<file path="config.mk">
export PLATFORM = sky130hd
export DESIGN_NAME = w1_packer
export DESIGN_NICKNAME = d
export VERILOG_FILES = /design/src/rtl/w1_packer.sv
export SDC_FILE = /design/constraint.sdc
export NUM_CORES = 1
export LEC_CHECK = 0
export CAP_MARGIN = 5
export CORE_ASPECT_RATIO = 1.5
export CORE_UTILIZATION = 25
export DETAILED_ROUTE_END_ITERATION = 10
export PLACE_DENSITY_LB_ADDON = 0.12
export RECOVER_POWER = 50
export SLEW_MARGIN = 20
export SYNTH_ARGS = -nofsm -noshare
export SYNTH_HDL_FRONTEND = slang
export SYNTH_SLANG_ARGS = --single-unit
</file>
<file path="constraint.sdc">
create_clock -name clk -period 6.1 [get_ports clk]
set_input_delay 0.915 -clock clk [delete_from_list [all_inputs] [get_ports clk]]
set_output_delay 0.915 -clock clk [all_outputs]
set_load 0.03 [all_outputs]
</file>
<file path="src/rtl/w1_packer.sv">
// SimpleBitPack of one 256-coefficient w1 polynomial into little-endian 32-bit words.
// Coefficients are 6 bits wide (level 2) or 4 bits wide (levels 3/5).
module w1_packer (
    input  logic        clk,
    input  logic        rst,
    input  logic [2:0]  sec_lvl,
    input  logic        valid_i,
    input  logic [23:0] di,
    output logic        ready_i,
    output logic [31:0] do_o,
    output logic        valid_o,
    input  logic        ready_o,
    output logic        last_o,
    output logic        err_o
);

    localparam logic [2:0] W6 = 3'd6;
    localparam logic [2:0] W4 = 3'd4;

    logic [63:0] acc_q, acc_d;
    logic [5:0]  cnt_q, cnt_d;
    logic [7:0]  ccnt_q, ccnt_d;
    logic [5:0]  wcnt_q, wcnt_d;
    logic [2:0]  w_q, w_d;
    logic [31:0] do_q, do_d;
    logic        valid_q, valid_d;
    logic        last_q, last_d;
    logic        err_q, err_d;

    logic [2:0]  lvl_w;
    logic [2:0]  cur_w;
    logic [5:0]  coef;
    logic        range_bad;
    logic [5:0]  last_idx;
    logic        in_fire;
    logic        emit;

    // Width is taken from sec_lvl only on coefficient 0; afterwards the latched width rules.
    always_comb begin
        lvl_w     = (sec_lvl == 3'd3 || sec_lvl == 3'd5) ? W4 : W6;
        cur_w     = (ccnt_q == 8'd0) ? lvl_w : w_q;
        coef      = (cur_w == W4) ? {2'b00, di[3:0]} : di[5:0];
        range_bad = (cur_w == W4) ? (di[5:0] > 6'd15) : (di[5:0] > 6'd43);
        last_idx  = (w_q == W4) ? 6'd31 : 6'd47;
    end

    // Registers-only ready; input and emit are mutually exclusive because both key off cnt.
    assign ready_i = (cnt_q < 6'd32);
    assign in_fire = valid_i && ready_i;
    assign emit    = !ready_i && (!valid_q || ready_o);

    always_comb begin
        acc_d   = acc_q;
        cnt_d   = cnt_q;
        ccnt_d  = ccnt_q;
        wcnt_d  = wcnt_q;
        w_d     = w_q;
        do_d    = do_q;
        valid_d = valid_q;
        last_d  = last_q;
        err_d   = err_q;

        if (in_fire) begin
            acc_d  = acc_q | ({58'd0, coef} << cnt_q);
            cnt_d  = cnt_q + {3'd0, cur_w};
            ccnt_d = ccnt_q + 8'd1;
            w_d    = cur_w;
            err_d  = err_q | range_bad;
        end

        if (emit) begin
            do_d    = acc_q[31:0];
            valid_d = 1'b1;
            last_d  = (wcnt_q == last_idx);
            acc_d   = acc_q >> 32;
            cnt_d   = cnt_q - 6'd32;
            wcnt_d  = (wcnt_q == last_idx) ? 6'd0 : wcnt_q + 6'd1;
        end else if (valid_q && ready_o) begin
            valid_d = 1'b0;
            last_d  = 1'b0;
        end
    end

    always_ff @(posedge clk or posedge rst) begin
        if (rst) begin
            acc_q   <= '0;
            cnt_q   <= '0;
            ccnt_q  <= '0;
            wcnt_q  <= '0;
            w_q     <= W6;
            do_q    <= '0;
            valid_q <= 1'b0;
            last_q  <= 1'b0;
            err_q   <= 1'b0;
        end else begin
            acc_q   <= acc_d;
            cnt_q   <= cnt_d;
            ccnt_q  <= ccnt_d;
            wcnt_q  <= wcnt_d;
            w_q     <= w_d;
            do_q    <= do_d;
            valid_q <= valid_d;
            last_q  <= last_d;
            err_q   <= err_d;
        end
    end

    assign do_o    = do_q;
    assign valid_o = valid_q;
    assign last_o  = last_q;
    assign err_o   = err_q;

endmodule
</file>
* Word level (Yosys, flattened, before mapping)
Index checks and enable logic that the tools add are counted.
** Storage, ports and cells
- Register bits after elaboration :: 122
- Latch bits :: 0
- RAM bits :: 0
- Memory bits (read-only) :: 0
- Input bits :: 31
- Word-level logic and storage cells :: 47
- Memories kept :: 0
** Cells by class
- Add/sub/neg operators :: 4
- Multiply operators :: 0
- Div/mod/pow operators :: 0
- Magnitude comparators :: 3
- Equal/unequal tests :: 5
- Shift operators :: 1
- Mux-type cells :: 13
- Bitwise logic cells :: 2
- Reductions and logical operators :: 10
** Operators with widths (number)
- 64-bit 2-to-1 mux :: 2
- 64-bit OR :: 1
- 6-bit by 6-bit left shift with 64-bit output :: 1
- 6-bit 2-to-1 mux :: 5
- 3-bit == test (second input constant) :: 3
- 8-bit by 1-bit adder with 8-bit output (second input constant) :: 1
- 8-bit zero test :: 1
- 6-bit by 1-bit adder with 6-bit output (second input constant) :: 1
- 6-bit by 3-bit adder with 6-bit output :: 1
- 6-bit == test :: 1
- 6-bit by 4-bit greater-than comparator with 1-bit output (second input constant) :: 1
- 6-bit greater-than comparator (second input constant) :: 1
- 6-bit < comparator (second input constant) :: 1
- 6-bit subtractor (second input constant) :: 1
- 1-bit 2-to-1 mux :: 4
- 2-bit nonzero test :: 2
- 3-bit by 2-bit == test with 1-bit output (second input constant) :: 1
- 1-bit logical AND :: 3
- 3-bit 2-to-1 mux :: 1
- 1-bit zero test :: 2
- 1-bit logical OR :: 2
- 2-bit 2-to-1 mux :: 1
- 1-bit OR :: 1

* Longest topological paths before layout
- Word-level depth :: 10
- Depth in mapped cells :: 12
- Mapped depth without buffers :: 11

* Worst setup path before layout
No wires, ideal clock.
- Kind :: in2reg
- Start point :: input sec_lvl[1]
- End point :: register cnt_q[5]
- Arrival time :: 2.503 ns
- Path slack :: 3.478 ns
- Stages :: 10
- Path buffers :: 1
- Path through :: xnor2_1 -> and4b_1 -> buf_2 -> nor2_1 -> ha_1 -> a21o_1 -> a21oi_1 -> nor2_1 -> and3_1 -> o21a_1
** Between the ends
- Cells in the longest elaborated chain, start to end :: 7
- Elaborated cells between the ends (all ways) :: 8
- Those cells by class :: 1 x add/sub; 2 x eq/ne; 4 x mux; 1 x reduce/logical
** Ends and longest elaborated chain
- start, declared :: line 6 : input logic [2:0] sec_lvl,
- 3-bit by 2-bit == test with 1-bit output or 3-bit == test (tied branches) :: line 40 : lvl_w = (sec_lvl == 3'd3 || sec_lvl == 3'd5) ? W4 : W6;
- 1-bit logical OR (*) :: line 40
- 2-bit 2-to-1 mux (*) :: line 40
- 3-bit 2-to-1 mux (*) :: line 41 : cur_w = (ccnt_q == 8'd0) ? lvl_w : w_q;
- net cur_w[1] :: line 31 : logic [2:0] cur_w;
- 6-bit by 3-bit adder with 6-bit output (*) :: line 65 : cnt_d = cnt_q + {3'd0, cur_w};
- 6-bit 2-to-1 mux (*) :: line 63 : if (in_fire) begin
- 6-bit 2-to-1 mux (*) :: line 71 : if (emit) begin
- end signal, assigned :: line 97 : cnt_q <= cnt_d;
- end, declared :: line 21 : logic [5:0] cnt_q, cnt_d;
The timed path passes the listed nets; every way through them passes the cells marked *. The select of a mux whose other input is x is not followed.
A chain may end at the register's enable or synchronous reset.

==> metrics <==
top cells by count, synth=136 x nand2_1, 120 x dfrtp_1, 41 x nor2_1; layout cells sized above 1=roughly 9%; GRT Util Overall=a little over an eighth; largest net degree at the start of global routing=78; TNS Setup=0 ns; CTS buffer count=17; post-CTS sizing=0; Synth Flop Type=dfrtp_1; Fillers=around 2.1k; failing checks=capacitance limit, slew limit; synth-to-layout area growth=25.8%; row cnt=64; final antenna-violating net count=0; Detailed Route WL=between 10 and 15 mm; Die Y=roughly 180 um; Pre-Repair DR Iteration Count=4; sequential area share after synthesis=between 50% and 60%; Avg Vias per Cell=about 4.5; final period utilization=about 60%; CTS tree=built; max frequency=between 200 and 300 MHz; worst hold path cell count=2; Finished Cell Area=roughly 6700 sq um; per-cell routed wire length=around 16 um; worst r2r path cells=11; Skew-Pair Late Insertion Delay=between 0.4 and 0.5 ns; Setup Viol. Count Final=0; width of the die=~120 um; DRC viols=0; vias in the first global route=around 4k; Worst EP required=approximately 6.6 ns; port bufs=48; IO Pins=67; Root Driver=clkbuf_16; Yosys top cell area share=between 50% and 60%; worst path cell trace=dlygate4sd3_1 > clkinvlp_2 > buf_4; static leakage=approximately 3.1 nW; Hold Crit Class=register to register; maximum VDD drop=~180 uV; Max Cap Viol=1; status=finished with violations; measured slew at the worst slew-check pin=between 3 and 4 ns; Setup crit start kind=primary input; GRT overflow=0; GPL Wtd Cong=~0.74; Pwr per Cell Area=about 540 nW/um^2; Synth cell types=55; Rel. slew slack=-132%; synth top area cells=dfrtp_1 57%, nand2_1 9.6%, and2_1 3.8%; Ant. Diodes=0; antenna violations before repair=0; die footprint=21,800 sq um; cell area after synthesis=~5300 sq um; Num Clock Sinks=approximately 120; Crit path largest cell delay=between 1.5 and 2 ns; Util after Layout=between 30 and 40%; routed via count=between 3k and 4k; flops & latches, synth=approximately 120; placed cell area=6040 sq um; Initial Util=about 26%; first-iteration detailed-routing DRC count=about 250; Syn Area/Cell=roughly 10 sq um; # hold bufs at CTS=0; asr flop ratio synth=100%; count leader, synth=nand2_1; Synth Instances=about 530; H-tree depth=4; CP Class=primary input to async pin; Final Hold Fails=0; Max stage delay cell, worst path=clkinvlp_2; fin crit period=about 3.7 ns; Max Slew Vio Count=just under 80; Critical Path AT=around 4.2 ns; Synth Net Count=570; Final Net Count=between 600 and 700; postcts setup bufs=0; DPL Wire Length=just over 9 mm; final clock skew=~0.014 ns; clock-pin slew on the worst setup and hold paths=about 0.060 ns; core box area=between 20,000 and 25,000 sq um; CP Max Fanout=77; EDFF count, synth=0; leading area contributor after synthesis=dfrtp_1; RSZ-0062 raised after global routing=no; global-route wire length before repair=22.2 mm; Yosys Warn Count=0; Clock Tree Buf Depth=2; CP Capture Type=async pin
==> cell type report <==
| type | instances | area (sq um) | share of cell area, % |
|---|---|---|---|
| sequential | 122 | 3060 | 45.8 |
| multi-input combinational | 376 | 2110 | 31.7 |
| timing repair buffer | 52 | 507 | 7.60 |
| clock buffer | 18 | 439 | 6.59 |
| tap | 264 | 330 | 4.96 |
| clock inverter | 14 | 195 | 2.93 |
| inverter | 7 | 27.5 | 0.413 |
==> final timing paths <==
path                           start   endpoint  slack (ns)
setup reg to reg           ccnt_q[0]   cnt_q[5]        3.42
setup / recovery                 rst    do_o[3]        2.36
min in group asynchronous        rst   do_o[26]        1.98
max in group clk             ready_o  acc_q[12]        3.06
hold / removal              acc_q[7]    do_o[7]        0.46
hold reg to reg             acc_q[7]    do_o[7]        0.46
==> report_power, final <==
group | switching [mW] | total [mW] | internal, mW
Sequential | 0.210 | 1.28 | 1.07
Clock | 0.377 | 1.07 | 0.697
Combinational | 0.761 | 1.23 | 0.466
Total | 1.35 | 3.58 | 2.23
==> sequential cells by signal, summed over array words and instances, names as in the netlist <==
register,count
valid_o,1
cnt_q,6
ccnt_q,8
w_q,3
wcnt_q,6
acc_q,64
last_o,1
do_o,32
err_o,1
==> critical path: cells and delay by family <==
kind	cells	cell delay [ns]
buffers and inverters	3	3.25
==> stage by stage <==
stage / hold WS, ns / setup WS [ns] / power [mW] / instances
global placement: 0.453 / 2.76 / 2.53 / 821
floorplan: 0.438 / 1.95 / 2.08 / 532
global route: 0.488 / 1.73 / 3.83 / 853
detailed placement: 0.459 / 2.73 / 2.55 / 821
finish: 0.464 / 2.36 / 3.58 / 853
CTS: 0.471 / 3.17 / 3.65 / 853
==> placed cells by master, fill, tap and decap left out, types with 6 or more instances in the layout <==
cell type	Yosys	routed
nor2_1	41	41
and2_1	32	31
nand4_1	7	7
xnor2_1	9	9
ha_1	6	6
dlygate4sd3_1	0	8
nand2_1	136	135
o21ai_0	16	16
mux2i_1	13	13
clkbuf_16	0	17
and3_1	8	8
a21oi_1	17	17
o22ai_1	13	13
clkdlybuf4s50_1	0	40
xor2_1	6	6
dfrtp_1	120	120
==> logic make-up after synthesis <==
family                     synth area share (%)
AOI/OAI and AO/OA                          10.3
xor gates and xnor gates                   2.48
adders and majority gates                  1.80
buffers and inverters                      2.53
DFF                                        57.7
muxes                                      2.88
and+or+nand+nor                            22.3
==> routing by layer <==
layer | track usage, % | share of wire [%] | vias to the layer above | wire [um]
li1 | - | - | 1890 | -
met1 | 17.0 | 46 | 1889 | 6150
met2 | 21.9 | 50 | 60 | 6600
met3 | 2.56 | 2.7 | 8 | 352
met4 | 4.74 | 1.0 | 0 | 133
met5 | 0 | 0 | - | 0
(Power assumes the default switching activity.)
